### config.mk
export PLATFORM = sky130hd
export DESIGN_NAME = stream_cosim_comparator
export DESIGN_NICKNAME = d
export VERILOG_FILES = /design/src/rtl/stream_cosim_comparator.sv
export SDC_FILE = /design/constraint.sdc
export NUM_CORES = 1
export LEC_CHECK = 0
export BUFFER_PORTS_ARGS = -buffer_cell sky130_fd_sc_hd__buf_2
export CORE_ASPECT_RATIO = 1.25
export CORE_MARGIN = 2
export CORE_UTILIZATION = 50
export DETAILED_ROUTE_END_ITERATION = 10
export PLACE_DENSITY = 0.72
export SYNTH_ARGS = -nofsm -noshare
export SYNTH_HDL_FRONTEND = slang
export SYNTH_SLANG_ARGS = --single-unit
### constraint.sdc
create_clock -name CLK -period 3.7 [get_ports CLK]
set_input_delay 0.925 -clock CLK [delete_from_list [all_inputs] [get_ports CLK]]
set_output_delay 0.925 -clock CLK [all_outputs]
set_load 0.02 [all_outputs]
### src/rtl/stream_cosim_comparator.sv
// rtl/stream_cosim_comparator.sv - dual-FIFO gold/DUT token comparator with counters, first-mismatch capture and stall timeout
module stream_cosim_comparator #(
    parameter int            W           = 16,
    parameter int            DEPTH       = 8,
    parameter int            CNT_W       = 16,
    parameter logic [W-1:0]  MASK        = '1,
    parameter int            TIMEOUT_CYC = 300,
    parameter int            STOP_ON_ERR = 0
) (
    input  logic             CLK,
    input  logic             RESET,
    input  logic             GOLD_VALID,
    output logic             GOLD_READY,
    input  logic [W-1:0]     GOLD_DATA,
    input  logic             DUT_VALID,
    output logic             DUT_READY,
    input  logic [W-1:0]     DUT_DATA,
    output logic             CMP_VALID,
    output logic             CMP_MATCH,
    output logic [CNT_W-1:0] MATCH_CNT,
    output logic [CNT_W-1:0] MISMATCH_CNT,
    output logic             ERR,
    output logic [W-1:0]     FIRST_GOLD,
    output logic [W-1:0]     FIRST_DUT,
    output logic [CNT_W-1:0] FIRST_IDX,
    output logic             TIMEOUT,
    output logic             HALTED
);

    localparam int AW   = $clog2(DEPTH);
    localparam int ST_W = (TIMEOUT_CYC > 0) ? $clog2(TIMEOUT_CYC + 1) : 1;
    localparam logic [ST_W-1:0] STALL_LIMIT = ST_W'(TIMEOUT_CYC);
    localparam logic [AW:0]     FULL_CNT    = (AW + 1)'(DEPTH);
    localparam logic [0:0]      S_RUN       = 1'b0;
    localparam logic [0:0]      S_HALT      = 1'b1;

    logic [0:0]      state;
    logic [W-1:0]    g_mem [DEPTH];
    logic [W-1:0]    d_mem [DEPTH];
    logic [AW-1:0]   g_wr, g_rd, d_wr, d_rd;
    logic [AW:0]     g_cnt, d_cnt;
    logic            g_empty, d_empty, g_full, d_full;
    logic            g_push, d_push, pop, mism;
    logic [W-1:0]    g_head, d_head;
    logic [CNT_W-1:0] cmp_idx;
    logic [ST_W-1:0] stall;

    assign g_empty = (g_cnt == '0);
    assign d_empty = (d_cnt == '0);
    assign g_full  = (g_cnt == FULL_CNT);
    assign d_full  = (d_cnt == FULL_CNT);
    assign HALTED  = (state == S_HALT);

    // READY looks only at occupancy, so a full FIFO never takes a token even when it pops this cycle
    assign GOLD_READY = !g_full && (state == S_RUN);
    assign DUT_READY  = !d_full && (state == S_RUN);
    assign g_push     = GOLD_VALID && GOLD_READY;
    assign d_push     = DUT_VALID && DUT_READY;
    assign pop        = !g_empty && !d_empty && (state == S_RUN);

    assign g_head = g_mem[g_rd];
    assign d_head = d_mem[d_rd];
    assign mism   = |((g_head ^ d_head) & MASK);

    always_ff @(posedge CLK) begin
        if (g_push) g_mem[g_wr] <= GOLD_DATA;
        if (d_push) d_mem[d_wr] <= DUT_DATA;
    end

    always_ff @(posedge CLK) begin
        if (RESET) begin
            g_wr  <= '0;
            g_rd  <= '0;
            g_cnt <= '0;
            d_wr  <= '0;
            d_rd  <= '0;
            d_cnt <= '0;
        end else begin
            if (g_push) g_wr <= g_wr + AW'(1);
            if (d_push) d_wr <= d_wr + AW'(1);
            if (pop) begin
                g_rd <= g_rd + AW'(1);
                d_rd <= d_rd + AW'(1);
            end
            case ({g_push, pop})
                2'b10:   g_cnt <= g_cnt + (AW + 1)'(1);
                2'b01:   g_cnt <= g_cnt - (AW + 1)'(1);
                default: g_cnt <= g_cnt;
            endcase
            case ({d_push, pop})
                2'b10:   d_cnt <= d_cnt + (AW + 1)'(1);
                2'b01:   d_cnt <= d_cnt - (AW + 1)'(1);
                default: d_cnt <= d_cnt;
            endcase
        end
    end

    // Counters and first-mismatch capture update on the pop edge so they are visible alongside CMP_VALID
    always_ff @(posedge CLK) begin
        if (RESET) begin
            state        <= S_RUN;
            CMP_VALID    <= 1'b0;
            CMP_MATCH    <= 1'b0;
            MATCH_CNT    <= '0;
            MISMATCH_CNT <= '0;
            ERR          <= 1'b0;
            FIRST_GOLD   <= '0;
            FIRST_DUT    <= '0;
            FIRST_IDX    <= '0;
            cmp_idx      <= '0;
        end else begin
            CMP_VALID <= pop;
            CMP_MATCH <= pop && !mism;
            if (pop) begin
                if (!mism) begin
                    if (MATCH_CNT != '1) MATCH_CNT <= MATCH_CNT + CNT_W'(1);
                end else begin
                    if (MISMATCH_CNT != '1) MISMATCH_CNT <= MISMATCH_CNT + CNT_W'(1);
                    if (!ERR) begin
                        ERR        <= 1'b1;
                        FIRST_GOLD <= g_head;
                        FIRST_DUT  <= d_head;
                        FIRST_IDX  <= cmp_idx;
                    end
                    if (STOP_ON_ERR != 0) state <= S_HALT;
                end
                if (cmp_idx != '1) cmp_idx <= cmp_idx + CNT_W'(1);
            end
        end
    end

    // Stall counts cycles where exactly one side holds tokens; balanced or idle streams clear it
    always_ff @(posedge CLK) begin
        if (RESET) begin
            stall   <= '0;
            TIMEOUT <= 1'b0;
        end else if (state == S_RUN) begin
            if (g_empty ^ d_empty) begin
                if (stall != '1) stall <= stall + ST_W'(1);
            end else begin
                stall <= '0;
            end
            if ((TIMEOUT_CYC != 0) && (stall == STALL_LIMIT)) TIMEOUT <= 1'b1;
        end
    end

endmodule

# == After elaboration in Yosys (flattened, before gate mapping) ==
# Memory sizes are Yosys's and may differ from the RTL's. A register that Yosys moved wholly into a read port is not among the register bits.
# Cells that the tools add are included.
# word_totals
register_bits,129
latch_bits,0
ramBits,256
mem_bits_ro,0
inputBits,36
out_inout_bits,87
word_cells,78
n_memories,2
# op_classes
add_sub_neg,12
n_mul,0
div,0
order_cmp,0
eq_ne,12
n_shift,0
muxes,12
bitwise_logic,4
n_reduce_logical,19
# mem_list
memory,depth,word_bits,read_ports,rd_clocked_by_memory_dff,write_ports,line_no,rtl
d_mem,8,16,1,1,1,39,logic [W-1:0] d_mem [DEPTH];
g_mem,8,16,1,1,1,38,logic [W-1:0] g_mem [DEPTH];
# op_table
cell,n
"adder 16 x 1 -> 16 bit, second input constant",3
"!= test 16 bit, second input constant",3
two-way mux 9 bit,2
case mux 4 bit (2 select lines),2
OR reduction 16 bit,1
bitwise XOR 16 bit,1
"adder 3 x 1 -> 3 bit, second input constant",4
two-way mux 3 bit,4
"adder 9 x 1 -> 9 bit, second input constant",1
"equality test 9 bit, second input constant",1
"!= test 9 bit, second input constant",1
AND reduction 3 bit,3
"adder 4 x 1 -> 4 bit, second input constant",2
"equality test 4 bit, second input constant",2
logical NOT 4 bit,2
"subtractor 4 x 1 -> 4 bit, second input constant",2
logical NOT 1 bit,5
"equality test 2 x 1 -> 1 bit, second input constant",2
"equality test 2 bit, second input constant",2
logical AND 1 bit,4
two-way mux 1 bit,4
AND reduction 2 bit,2
nonzero test 2 bit,2
"!= test 2 x 1 -> 1 bit, second input constant",1
2 further kinds,3

# == Logic depth before layout (Yosys ltp) ==
# logic_depth
ltp_word,5
mapped_depth,13
depth_no_buf,10

# == Least setup slack after synthesis ==
# OpenSTA, ideal clock, no wires.
# synth_timing
kind,in2reg
start,in GOLD_VALID
end,"mem g_mem[2][0], enable pin"
setup_time_ps,436
arrival_time_ps,2890
required_time_ps,3264
path_slack_ps,374
path_stages,2
path_buffers,0
path_cell_list,nand2_1 -> nor4b_1
# synth_via
elab_chain_cells,3
# synth_lines
element,line_no,rtl
start: declaration,12,"input logic GOLD_VALID,"
logical AND 1 bit,57,assign g_push = GOLD_VALID && GOLD_READY;
two-way mux 1 bit,66,if (g_push) g_mem[g_wr] <= GOLD_DATA;
two-way mux 1 bit (not written as such),66,
end: declaration,38,
# Every way passes these cells.

==> metrics.csv <==
stage,metric,value,unit
pwr,Cell Pwr Density,681,nW/µm²
sta,endpoints failing setup,0,
clock_tree,post-CTS setup buffers,0,
critical_path,Critical path buffers and inverters,2,
synth,number of flops mapped to enable cells by yosys,256,
pwr,Sw Ratio,31.0,%
finish,Final Instance Count excl. Fillers,1654,
finish,final net count,1270,
pwr,Leakage,6.32,nW
synth,Yosys reg bits,391,
placement,Placed Cells incl. Taps,1584,
pwr,Pint,8.57,mW
critical_path,Crit path depth,10,
finish,"Area growth, synth to finish",15.9,%
sta,final setup margin,0.318,ns
pwr,Net Sw Power,3.85,mW
sta,fmax,0.296,GHz
synth,post-synth top area share,48.9,%
critical_path,"setup slack, reg-to-reg",0.32,ns
finish,n_diodes,0,
pwr,"Power, Total",12.4,mW
synth,"area leader, netlist",edfxtp_1,
route,detailed-route via count,9244,
sta,minimum clock period,3.38,ns
floorplan,# IOs,123,
critical_path,CP max FO,22,
critical_path,CP arrival,3.83,ns
synth,mean post-synth cell area,14.7,µm²
placement,port bufs,121,
synth,leading post-synthesis cells by cell area,"edfxtp_1 49%, dfxtp_1 17%, mux4_2 7.3%",
grt,GRT Overall Usage,19.4,%
critical_path,critical path's largest stage delay,0.60,ns
clock_tree,root buffer cell,clkbuf_16,
clock_tree,clock slew at reported path FFs,0.06,ns
clock_tree,CTS sink cnt,391,
synth,syn_nets,1122,
synth,Mapped Area,15700,µm²
critical_path,worst r2r dst,MATCH_CNT[4]$_SDFFE_PP0P_,
critical_path,CP max-delay cell,mux4_1,
critical_path,Worst setup EP type,flop,
floorplan,Die Footprint,32900,µm²
synth,"Async S/R FF share, synth",0,%
route,Avg WL per Cell,19.2,µm
critical_path,crit-path leading delay family,simple AND/OR/NAND/NOR gates,
grt,first-pass GRT wire length,49300,µm
sta,crit share post-route,91.4,%
critical_path,crit path to,MATCH_CNT[4]$_SDFFE_PP0P_,
sta,Max Slew Vio Count,0,
sta,Final Hold Vio Count,0,
synth,Yosys warnings,0,
critical_path,CP Class,flop to flop,
placement,GPL Wtd Cong,0.806,
synth,Main synth FF type,edfxtp_1,
route,remaining antenna violation count,0,
route,drt total wl,31700,µm
route,drt drc,0,
finish,share of cells above drive strength 1,24.5,%
finish,most frequent cells in the layout,"256 x edfxtp_1, 133 x dfxtp_1, 120 x buf_2",
finish,Final Util,58.8,%
sta,RSZ-0062 raised after global routing,false,
clock_tree,Clock Latency Late Sink,0.54,ns
clock_tree,CTS tree,done,
route,vias per cell,5.59,
min_path,Hold Crit Class,flop to flop,
pwr,clock network power share,30.5,%
clock_tree,hold buffers post-CTS,0,
synth,Gate Count Post-Synth,1069,
floorplan,Die Y,202,µm
placement,Place WS,0.310,ns
floorplan,width of the die,163,µm
route,DR pass1 iterations,5,
placement,hpwl dp,20000,µm
floorplan,Initial Util,50.8,%
critical_path,Worst Reg2Reg Path Length in Cells,10,
job,max cap viols,0,
critical_path,worst endpoint required time,4.15,ns
route,DRT iter0 DRCs,760,
sta,final hold slack,0.484,ns
floorplan,Site Rows,72,
sta,final setup TNS,0,ns
floorplan,Placeable Area,31000,µm²
run_status,status,finished clean,
grt,initial antenna violation count,1,
pwr,sequential share of power,43.4,%
pwr,combinational share of power,26.2,%
clock_tree,post_cts resized,0,
sta,Slew @ Worst Pin,0.832,ns
finish,"commonest non-fill, non-tap cell in the layout",edfxtp_1,
critical_path,"critical path, cell by cell","buf_12, mux4_1, mux2i_1, buf_4, xor2_1, nor4_1, nand2_1, or3_4, or4_1, a21oi_1",
grt,largest net degree at the start of global routing,76,
synth,register area share after synthesis,66.0,%
sta,Worst Skew,0.0311,ns
pwr,Peak VDD IR,0.447,mV
grt,total gr overflow,0,
finish,# fillers,2407,
clock_tree,Num CTS Buffers,38,
sta,relative slew slack,44.5,%
critical_path,CP startpoint kind,flop,
placement,dpl cell area,17000,µm²
finish,design area,18200,µm²
synth,Yosys cell types,58,
grt,vias in the first global route,9030,
clock_tree,H-tree Lvls,2,
clock_tree,Bufs on Longest Clock Path,3,
worst min-delay path, stage by stage, from the launching register on:
cell and delay [ns]:
dfxtp_1 0.33, a41oi_1 0.05, nor2_1 0.07
cells in the mapped netlist (all sizes together) (2+ instances only):
cell type	number
a31o	2
dfxtp	135
clkbuf	34
o21ai	18
o31ai	13
and3	9
mux2i	50
a211oi	27
nor4b	4
nor3b	2
and2	7
or2	4
nor3	15
or4	13
a21oi	41
nor2	120
a41o	2
nand2	46
mux2	6
buf	22
nand2b	12
ha	17
mux4	64
or4b	2
xor2	33
nor4	7
inv	11
nor4bb	4
nand4	9
nand3	27
or3	15
edfxtp	256
nor2b	14
a41oi	2
o41ai	3
a311oi	3
xnor2	12
layer usage:
layer / vias to the layer above / GRT usage [%] / routed length (µm)
met5: - / 0 / 11
met1: 4559 / 25.6 / 13400
met2: 281 / 32.4 / 15400
li1: 4362 / - / -
met4: 2 / 5.28 / 582
met3: 40 / 4.45 / 2210
flip-flops by register name (all words and copies together), names as in the netlist, 3 cells and up, named ones only:
signal and count:
g_rd 3, g_mem 128, FIRST_IDX 16, g_cnt 4, stall 9, MATCH_CNT 16, FIRST_DUT 16, cmp_idx 16
d_cnt 4, d_wr 3, g_wr 3, d_mem 128, MISMATCH_CNT 16, d_rd 3, FIRST_GOLD 16
power by group through the flow:
stage                     Clock [mW]  Combinational, mW  Sequential, mW
after floorplan                    0               2.12            5.56
after detailed placement           0               3.27            5.47
final                           3.78               3.25            5.39
after global placement             0               3.19            5.46
after CTS                       3.87               3.29            5.38
after global routing            4.04               3.57            5.44
kinds of logic after synthesis:
kind of cell / count (synthesis) / share of synthesized area [%]
AOI/OAI and AO/OA: 114 / 4.63
xor gates and xnor gates: 45 / 2.51
adders and majority gates: 17 / 1.35
buffers and inverters: 67 / 2.25
DFF: 391 / 66.0
muxes: 120 / 13.1
other: 1 / 0.0238
and+or+nand+nor: 314 / 10.1
layout make-up:
type | instances | area [µm²] | share of cell area, %
sequential | 391 | 10400 | 57.0
multi-input combinational | 611 | 5050 | 27.7
clock buffer | 54 | 1050 | 5.76
timing repair buffer | 164 | 1010 | 5.52
tap | 407 | 509 | 2.79
clock inverter | 16 | 179 | 0.981
inverter | 11 | 41.3 | 0.226
how the worst min path moves through the flow:
stage	slack, ns	to	depth (start not counted)	from
after floorplan	0.46	d_wr[0]$_SDFFE_PP0P_	2	d_wr[0]$_SDFFE_PP0P_
after global placement	0.47	FIRST_DUT[7]$_SDFFE_PP0P_	2	FIRST_DUT[7]$_SDFFE_PP0P_
after detailed placement	0.48	TIMEOUT$_SDFFE_PP0N_	2	TIMEOUT$_SDFFE_PP0N_
after CTS	0.49	d_wr[0]$_SDFFE_PP0P_	2	d_wr[0]$_SDFFE_PP0P_
after global routing	0.52	FIRST_IDX[11]$_SDFFE_PP0P_	2	FIRST_IDX[11]$_SDFFE_PP0P_
final	0.48	TIMEOUT$_SDFFE_PP0N_	2	TIMEOUT$_SDFFE_PP0N_
Power figures use the tool's default switching activity.
